==> src/rtl/cacheline_adapter_if.sv <==
// Cache-control <-> memory bundle for the cacheline adapter; slave is the adapter's view.
// One interface carries both the cache-facing and memory-facing sides.
interface cacheline_adapter_if #(
  parameter int S_LINE  = 256,
  parameter int S_BURST = 64
);
  logic [S_LINE-1:0]  line_i;
  logic [S_LINE-1:0]  line_o;
  logic [31:0]        address_i;
  logic               read_i;
  logic               write_i;
  logic               resp_o;
  logic [S_BURST-1:0] burst_i;
  logic [S_BURST-1:0] burst_o;
  logic [31:0]        address_o;
  logic               read_o;
  logic               write_o;
  logic               resp_i;
  logic [15:0]        rd_count_o;
  logic [15:0]        wr_count_o;

  modport slave (
    input  line_i, address_i, read_i, write_i, burst_i, resp_i,
    output line_o, resp_o, burst_o, address_o, read_o, write_o, rd_count_o, wr_count_o
  );

  modport master (
    output line_i, address_i, read_i, write_i, burst_i, resp_i,
    input  line_o, resp_o, burst_o, address_o, read_o, write_o, rd_count_o, wr_count_o
  );
endinterface

==> src/rtl/cacheline_adapter.sv <==
// Splits cache-line writebacks into memory beats and assembles fills from beats; resp_o pulses in DONE.
// Optional feature macro CACHELINE_ADAPTER_PERF_CNT_EN enables saturating read/write transaction counters.
module cacheline_adapter #(
  parameter int S_LINE  = 256,
  parameter int S_BURST = 64
) (
  input  logic                 clk,
  input  logic                 rst,
  cacheline_adapter_if.slave   bus
);
  localparam int BEATS = S_LINE / S_BURST;
  localparam int CW    = $clog2(BEATS);
  localparam int OFS   = $clog2(S_LINE / 8);

  typedef enum logic [1:0] {IDLE, READ, WRITE, DONE} state_t;

  state_t            state;
  logic [CW-1:0]     beat;
  logic [S_LINE-1:0] wr_line;
  logic              op_write;
  logic              last_beat;

  assign last_beat = (beat == CW'(BEATS - 1));

  // The writeback line shifts down one beat per ack, so the low slice is always the current beat.
  assign bus.burst_o = wr_line[S_BURST-1:0];

  always_ff @(posedge clk) begin
    if (!rst) begin
      state         <= IDLE;
      beat          <= '0;
      wr_line       <= '0;
      op_write      <= 1'b0;
      bus.line_o    <= '0;
      bus.address_o <= '0;
      bus.read_o    <= 1'b0;
      bus.write_o   <= 1'b0;
      bus.resp_o    <= 1'b0;
    end else begin
      case (state)
        IDLE: begin
          beat <= '0;
          if (bus.write_i) begin
            state         <= WRITE;
            op_write      <= 1'b1;
            wr_line       <= bus.line_i;
            bus.write_o   <= 1'b1;
            bus.address_o <= {bus.address_i[31:OFS], OFS'(0)};
          end else if (bus.read_i) begin
            state         <= READ;
            op_write      <= 1'b0;
            bus.read_o    <= 1'b1;
            bus.address_o <= {bus.address_i[31:OFS], OFS'(0)};
          end
        end
        READ: begin
          if (bus.resp_i) begin
            bus.line_o[int'(beat)*S_BURST +: S_BURST] <= bus.burst_i;
            beat <= beat + CW'(1);
            if (last_beat) begin
              bus.read_o <= 1'b0;
              bus.resp_o <= 1'b1;
              state      <= DONE;
            end
          end
        end
        WRITE: begin
          if (bus.resp_i) begin
            wr_line <= wr_line >> S_BURST;
            beat    <= beat + CW'(1);
            if (last_beat) begin
              bus.write_o <= 1'b0;
              bus.resp_o  <= 1'b1;
              state       <= DONE;
            end
          end
        end
        DONE: begin
          bus.resp_o <= 1'b0;
          state      <= IDLE;
        end
        default: state <= IDLE;
      endcase
    end
  end

`ifdef CACHELINE_ADAPTER_PERF_CNT_EN
  logic [15:0] rd_cnt;
  logic [15:0] wr_cnt;
  logic        unused_bits;

  always_ff @(posedge clk) begin
    if (!rst) begin
      rd_cnt <= '0;
      wr_cnt <= '0;
    end else if (state == DONE) begin
      if (op_write && wr_cnt != 16'hFFFF) wr_cnt <= wr_cnt + 16'd1;
      if (!op_write && rd_cnt != 16'hFFFF) rd_cnt <= rd_cnt + 16'd1;
    end
  end

  assign bus.rd_count_o = rd_cnt;
  assign bus.wr_count_o = wr_cnt;
  assign unused_bits    = ^bus.address_i[OFS-1:0];
`else
  logic unused_bits;

  assign bus.rd_count_o = '0;
  assign bus.wr_count_o = '0;
  assign unused_bits    = ^{bus.address_i[OFS-1:0], op_write};
`endif
endmodule

==> src/flat_wrapper.sv <==
// flat-port wrapper written by rule: the top's interface ports become plain ports
module cacheline_adapter_flat 
#(
  parameter int S_LINE  = 256,
  parameter int S_BURST = 64
)
  (clk, rst, bus_line_i, bus_address_i, bus_read_i, bus_write_i, bus_burst_i, bus_resp_i, bus_line_o, bus_resp_o, bus_burst_o, bus_address_o, bus_read_o, bus_write_o, bus_rd_count_o, bus_wr_count_o);
  cacheline_adapter_if #(.S_LINE(S_LINE), .S_BURST(S_BURST)) bus_i ();
  input  logic clk;
  input  logic rst;
  input wire logic [$bits(bus_i.line_i)-1:0] bus_line_i;
  input wire logic [$bits(bus_i.address_i)-1:0] bus_address_i;
  input wire logic [$bits(bus_i.read_i)-1:0] bus_read_i;
  input wire logic [$bits(bus_i.write_i)-1:0] bus_write_i;
  input wire logic [$bits(bus_i.burst_i)-1:0] bus_burst_i;
  input wire logic [$bits(bus_i.resp_i)-1:0] bus_resp_i;
  output wire logic [$bits(bus_i.line_o)-1:0] bus_line_o;
  output wire logic [$bits(bus_i.resp_o)-1:0] bus_resp_o;
  output wire logic [$bits(bus_i.burst_o)-1:0] bus_burst_o;
  output wire logic [$bits(bus_i.address_o)-1:0] bus_address_o;
  output wire logic [$bits(bus_i.read_o)-1:0] bus_read_o;
  output wire logic [$bits(bus_i.write_o)-1:0] bus_write_o;
  output wire logic [$bits(bus_i.rd_count_o)-1:0] bus_rd_count_o;
  output wire logic [$bits(bus_i.wr_count_o)-1:0] bus_wr_count_o;
  assign bus_i.line_i = bus_line_i;
  assign bus_i.address_i = bus_address_i;
  assign bus_i.read_i = bus_read_i;
  assign bus_i.write_i = bus_write_i;
  assign bus_i.burst_i = bus_burst_i;
  assign bus_i.resp_i = bus_resp_i;
  assign bus_line_o = bus_i.line_o;
  assign bus_resp_o = bus_i.resp_o;
  assign bus_burst_o = bus_i.burst_o;
  assign bus_address_o = bus_i.address_o;
  assign bus_read_o = bus_i.read_o;
  assign bus_write_o = bus_i.write_o;
  assign bus_rd_count_o = bus_i.rd_count_o;
  assign bus_wr_count_o = bus_i.wr_count_o;
  cacheline_adapter #(.S_LINE(S_LINE), .S_BURST(S_BURST)) u_core (.clk(clk), .rst(rst), .bus(bus_i));
endmodule
==> config.mk <==
export PLATFORM = sky130hd
export DESIGN_NAME = cacheline_adapter_flat
export DESIGN_NICKNAME = d
export VERILOG_FILES = /design/src/rtl/cacheline_adapter_if.sv /design/src/rtl/cacheline_adapter.sv /design/src/flat_wrapper.sv
export SDC_FILE = /design/constraint.sdc
export NUM_CORES = 1
export LEC_CHECK = 0
export CORE_MARGIN = 1.5
export CORE_UTILIZATION = 25
export CTS_BUF_LIST = sky130_fd_sc_hd__clkbuf_8
export CTS_CLUSTER_DIAMETER = 100
export DETAILED_ROUTE_END_ITERATION = 6
export HOLD_SLACK_MARGIN = 0.03
export PLACE_DENSITY = 0.59
export SLEW_MARGIN = 20
export SYNTH_ARGS = -nofsm -noshare
export SYNTH_HDL_FRONTEND = slang
export SYNTH_SLANG_ARGS = --single-unit
==> constraint.sdc <==
create_clock -name clk -period 2.6 [get_ports clk]
set_clock_uncertainty 0.2 [all_clocks]
set_input_delay 0.39 -clock clk [delete_from_list [all_inputs] [get_ports clk]]
set_output_delay 0.39 -clock clk [all_outputs]
set_load 0.005 [all_outputs]
==> results.yml, run 1 <==
outcome:
  status: "complete, no violations"
routing:
  num_vias: 21090
  drt_first_iter_violations: 1372
  antenna_left: 0
  route.detailed.drc: 0
  detail_route.wl_per_cell_um: 20.02
  wl_mm: 87.64
  first_pass_iters: 5
  avgViaCountPerCell: 4.819
place:
  placed_area_sq_um: 30270
  placedCellCount: 3982
  io_buffers: 701
  dp.final_hpwl_mm: 58.82
  place_congestion: 0.8220
sta:
  drv_slew: 0
  holdWs_ns: 0.1261
  finalSetupViolCount: 0
  hold_violations: 0
  tightestPinTransition_ns: 0.7001
  tns_ns: 0
  fin_crit_ns: 2.400
  rsz0062_at_grt: "no"
  fin_crit_sh_pct: 92.30
  slew_headroom_pct: 53.32
  max_freq_ghz: 0.4167
yosys:
  synth-seq-cells: 546
  async_reset_ff_share_pct: 0
  synth_edf_count: 0
  netlist_area_sq_um: 22100
  synth_cell_types: 38
  yosysSeqAreaShare_pct: 49.45
  synth_cells: 2332
  synth_flop_cell: "dfxtp_1"
  synth_warnings: 0
  avgSynthCellArea_sq_um: 9.478
worst_setup_path:
  start_kind: "flop"
  end_kind: "output port"
  required_ns: 2.01
  cp_top_family: "buffers and inverters"
  critPathArrivalTime_ns: 1.81
  cp_cell_sequence: "clkdlybuf4s50_1"
  max_stage_delay_ns: 0.75
  path_max_fanout: 2
  crit_slowest_cell: "clkdlybuf4s50_1"
  crit_type: "reg -> out"
  cp.buffers_inverters: 1
clock_network:
  clk_path_buf_depth: 3
  clkTransAtPathRegs_ns: 0.06
  insertion_delay_ns: 0.72
  cts.sinks: 546
  tritoncts: "yes"
  postCtsSetupBuffers: 0
  post_cts_resized: 0
  htreeDepth: 3
  holdBufCountCts: 209
  numCtsBuffers: 98
  cts_root_buffer: "clkbuf_8"
floorplanning:
  dieHeight_um: 300.3
  die_area_sq_um: 90200
  die_w_um: 300.3
  coreArea_sq_um: 87160
  rows: 108
  num_io_pins: 744
  start_util_pct: 25.36
finish:
  drive_gt1_share_pct: 8.313
  final_cell_mix: "700 x clkdlybuf4s50_1, 546 x dfxtp_1, 228 x a21oi_1"
  fin_area_sq_um: 34470
  fin_util_pct: 39.55
  final_common_cell: "clkdlybuf4s50_1"
  fin_cells: 4377
  multi_input_area_sq_um: 9500
  seqCellArea_sq_um: 10930
  fin_nets: 3505
  nFillCells: 8715
  area_delta_synth_final_pct: 55.97
grt:
  grt_antenna_before_repair: 9
  grt-ovfl-total: 0
  grt_pass1_vias: 21030
  grt_pass1_wl_mm: 131.1
  gr-usage-all-layers_pct: 18.64
  grt_max_degree: 115
power:
  power.leakage_nw: 12.27
  powerDensity_nw_per_um2: 860.1
  max-vdd-ir-drop_v: 0.0004917
flow_run:
  cap_violations: 0
min_path:
  min_path_type: "in -> reg"
path summary, 6_finish.rpt:
| kind | start | endpoint | slack (ns) | depth (start not counted) |
|---|---|---|---|---|
| setup reg to reg | u_core.state[1]$_SDFFE_PN0P_ | u_core.bus.line_o[53]$_SDFFE_PN0P_ | 0.28 | 7 |
| hold / removal | bus_line_i[79] | u_core.wr_line[79]$_SDFFE_PN0P_ | 0.13 | 3 |
| setup / recovery | u_core.bus.line_o[124]$_SDFFE_PN0P_ | bus_line_o[124] | 0.20 | 1 |
| hold reg to reg | u_core.bus.address_o[31]$_SDFFE_PN0P_ | u_core.bus.address_o[31]$_SDFFE_PN0P_ | 0.25 | 2 |
cells in the mapped netlist, drive strengths merged, types with 65 or more instances:
library cell    n  share of area, %
o21ai         193               4.4
clkbuf        134               2.3
a21oi         228               5.2
mux2i         195               8.8
nand3b         65               2.2
o22ai          65               1.8
nand2         195               3.3
nand3         131               3.0
a211oi        192               6.5
dfxtp         546                49
buf           214               6.2
layer usage:
| layer | share of wire [%] | routed length, um | vias up | GRT usage (%) |
|---|---|---|---|---|
| met2 | 47 | 41510 | 765 | 31.13 |
| met5 | 0.037 | 32 | - | 0 |
| met4 | 2.2 | 1950 | 4 | 5.616 |
| met1 | 41 | 35950 | 10110 | 22.05 |
| li1 | - | - | 10080 | - |
| met3 | 9.4 | 8202 | 127 | 7.074 |
report_power, final:
group,leakage (nW),switching [mW],internal [mW]
Sequential,4.46,0.952,10.1
Combinational,6.62,5.21,4.85
Clock,1.19,3.79,4.77
flip-flops by register name, summed over array words and instances, names as in the netlist:
name                  flops
u_core.beat               2
u_core.bus.address_o     27
u_core.bus.line_o       256
u_core.bus.read_o         1
u_core.bus.resp_o         1
u_core.bus.write_o        1
u_core.state              2
u_core.wr_line          256
cell type report:
cell class,count,share of cell area [%]
clock buffers,127,5.070
inverters,5,0.07622
flip-flops and latches,546,31.71
well taps,1155,4.192
diodes,10,0.07259
multi-input cells,1469,27.56
repair buffers,1016,30.34
clock inverters,49,0.9800
cell families (layout without fill, tap and decap cells):
kind of cell	Yosys count	after routing	synth area share, %
muxes	197	197	8.933
DFF	546	546	49.45
AOI/OAI and AO/OA	811	811	23.16
adders and majority gates	12	12	0.6793
buffers and inverters	353	1197	8.565
other	1	47	0.01697
and+or+nand+nor	412	412	9.193
metrics by stage:
stage / total power [mW] / setup WS, ns
6_report: 29.65 / 0.2002
5_1_grt: 31.30 / 0.04758
4_1_cts: 29.89 / 0.08628
3_5_place_dp: 20.97 / 0.1045
3_3_place_gp: 20.88 / 0.1378
2_1_floorplan: 17.29 / 0.4588
Power figures use the tool's default switching activity.
==> inputs of run 2 (changes only) <==
--- a/config.mk
+++ b/config.mk
@@ -12,6 +12,7 @@
 export DETAILED_ROUTE_END_ITERATION = 6
 export HOLD_SLACK_MARGIN = 0.03
 export PLACE_DENSITY = 0.59
+export SKIP_LAST_GASP = 1
 export SLEW_MARGIN = 20
 export SYNTH_ARGS = -nofsm -noshare
 export SYNTH_HDL_FRONTEND = slang
==> results of run 2 <==
Final layout, timing and power as in run 1 (identical DEF).
==> inputs of run 3 (changes only) <==
--- a/config.mk
+++ b/config.mk
@@ -5,13 +5,15 @@
 export SDC_FILE = /design/constraint.sdc
 export NUM_CORES = 1
 export LEC_CHECK = 0
+export CELL_PAD_IN_SITES_DETAIL_PLACEMENT = 1
+export CELL_PAD_IN_SITES_GLOBAL_PLACEMENT = 1
 export CORE_MARGIN = 1.5
 export CORE_UTILIZATION = 25
 export CTS_BUF_LIST = sky130_fd_sc_hd__clkbuf_8
 export CTS_CLUSTER_DIAMETER = 100
 export DETAILED_ROUTE_END_ITERATION = 6
 export HOLD_SLACK_MARGIN = 0.03
-export PLACE_DENSITY = 0.59
+export PLACE_DENSITY_LB_ADDON = 0.1
 export SKIP_LAST_GASP = 1
 export SLEW_MARGIN = 20
 export SYNTH_ARGS = -nofsm -noshare
==> results.yml, run 3 (synthesis gave the netlist of run 1 again) <==
outcome:
  status: "complete, no violations"
clock_network:
  htreeDepth: 3
  clk_path_buf_depth: 3
  cts.sinks: 546
  postCtsSetupBuffers: 0
  clkTransAtPathRegs_ns: 0.06
  tritoncts: "yes"
  cts_root_buffer: "clkbuf_8"
  insertion_delay_ns: 0.68
  numCtsBuffers: 104
worst_setup_path:
  end_kind: "flop"
  path_max_fanout: 46
  start_kind: "flop"
  required_ns: 3.00
  crit_type: "reg -> reg"
  critPathArrivalTime_ns: 2.72
routing:
  detail_route.wl_per_cell_um: 22.63
  drt_first_iter_violations: 852
  route.detailed.drc: 0
  avgViaCountPerCell: 4.890
  num_vias: 20560
  wl_mm: 95.16
  antenna_left: 0
  first_pass_iters: 5
finish:
  area_delta_synth_final_pct: 47.69
  multi_input_area_sq_um: 9497
  fin_area_sq_um: 32640
  fin_util_pct: 37.45
  reg_top3: "u_core.bus.line_o x256, u_core.wr_line x256, u_core.bus.address_o x27"
  fin_cells: 4205
  nFillCells: 9822
  final_common_cell: "clkdlybuf4s50_1"
  seqCellArea_sq_um: 10930
  fin_nets: 3327
  drive_gt1_share_pct: 7.350
  final_cell_mix: "700 x clkdlybuf4s50_1, 546 x dfxtp_1, 228 x a21oi_1"
floorplanning:
  die_w_um: 300.3
  coreArea_sq_um: 87160
  dieHeight_um: 300.3
  num_io_pins: 744
  rows: 108
  die_area_sq_um: 90200
  start_util_pct: 25.36
grt:
  grt_pass1_wl_mm: 140.8
  grt_max_degree: 135
  gr-usage-all-layers_pct: 20.27
  grt_pass1_vias: 21860
  grt_antenna_before_repair: 31
  grt-ovfl-total: 0
sta:
  rsz0062_at_grt: "no"
  fin_crit_sh_pct: 89.36
  finalWorstSetupSlack_ns: 0.2767
  max_freq_ghz: 0.4304
  drv_slew: 0
  slew_headroom_pct: 53.49
  tightestPinTransition_ns: 0.6977
  fin_crit_ns: 2.323
  hold_violations: 0
  holdWs_ns: 0.09806
  tns_ns: 0
  finalSetupViolCount: 0
place:
  io_buffers: 701
  placedCellCount: 3941
  placed_area_sq_um: 29860
  post-place-ws_ns: 0.08870
  place_congestion: 0.8097
  dp.final_hpwl_mm: 65.25
power:
  power.leakage_nw: 11.47
  max-vdd-ir-drop_v: 0.0005210
  p_total_mw: 29.51
  powerDensity_nw_per_um2: 904.2
flow_run:
  cap_violations: 0
min_path:
  min_path_type: "in -> reg"
run 3: critical path, stage by stage, from the launching register on:
cell and delay, ns:
dfxtp_1 0.42, inv_1 0.12, ha_1 0.42, nor3b_1 0.40, nand3b_1 0.22, buf_12 0.23, o21ai_0 0.19
run 3: final cells by class:
| type | count | share of cell area (%) |
|---|---|---|
| clock buffers | 129 | 5.439 |
| inverters | 5 | 0.08049 |
| diodes | 16 | 0.1227 |
| flip-flops and latches | 546 | 33.49 |
| clock inverters | 53 | 0.9429 |
| repair buffers | 832 | 26.41 |
| multi-input cells | 1469 | 29.09 |
| well taps | 1155 | 4.427 |
run 3: power breakdown:
part           total [mW]  switching, mW  internal, mW
Clock                8.54           3.89          4.65
Sequential           11.0          0.954          10.1
Combinational        9.94           5.20          4.74
Total                29.5           10.0          19.5
run 3: layer usage:
metal / share of wire (%) / up-vias / global-route usage [%]
met5: 0.22 / - / 0
met4: 2.6 / 32 / 6.361
met1: 40 / 10070 / 23.50
met2: 48 / 582 / 34.21
met3: 8.8 / 168 / 7.840
li1: - / 9709 / -
run 3: path summary, 6_finish.rpt:
path / startpoint / end / slack, ns / depth (start not counted)
worst min register to register: u_core.bus.address_o[15]$_SDFFE_PN0P_ / u_core.bus.address_o[15]$_SDFFE_PN0P_ / 0.25 / 2
worst max-delay path: u_core.beat[1]$_SDFFE_PN0P_ / u_core.bus.line_o[253]$_SDFFE_PN0P_ / 0.28 / 6
worst max register to register: u_core.beat[1]$_SDFFE_PN0P_ / u_core.bus.line_o[253]$_SDFFE_PN0P_ / 0.28 / 6
worst min-delay path: bus_line_i[230] / u_core.wr_line[230]$_SDFFE_PN0P_ / 0.1 / 3
run 3: repair_timing:
item / CTS / global route
hold endpoints to repair: 89 / 0
hold buffers: 66 / 0
resized for setup: 0 / 0
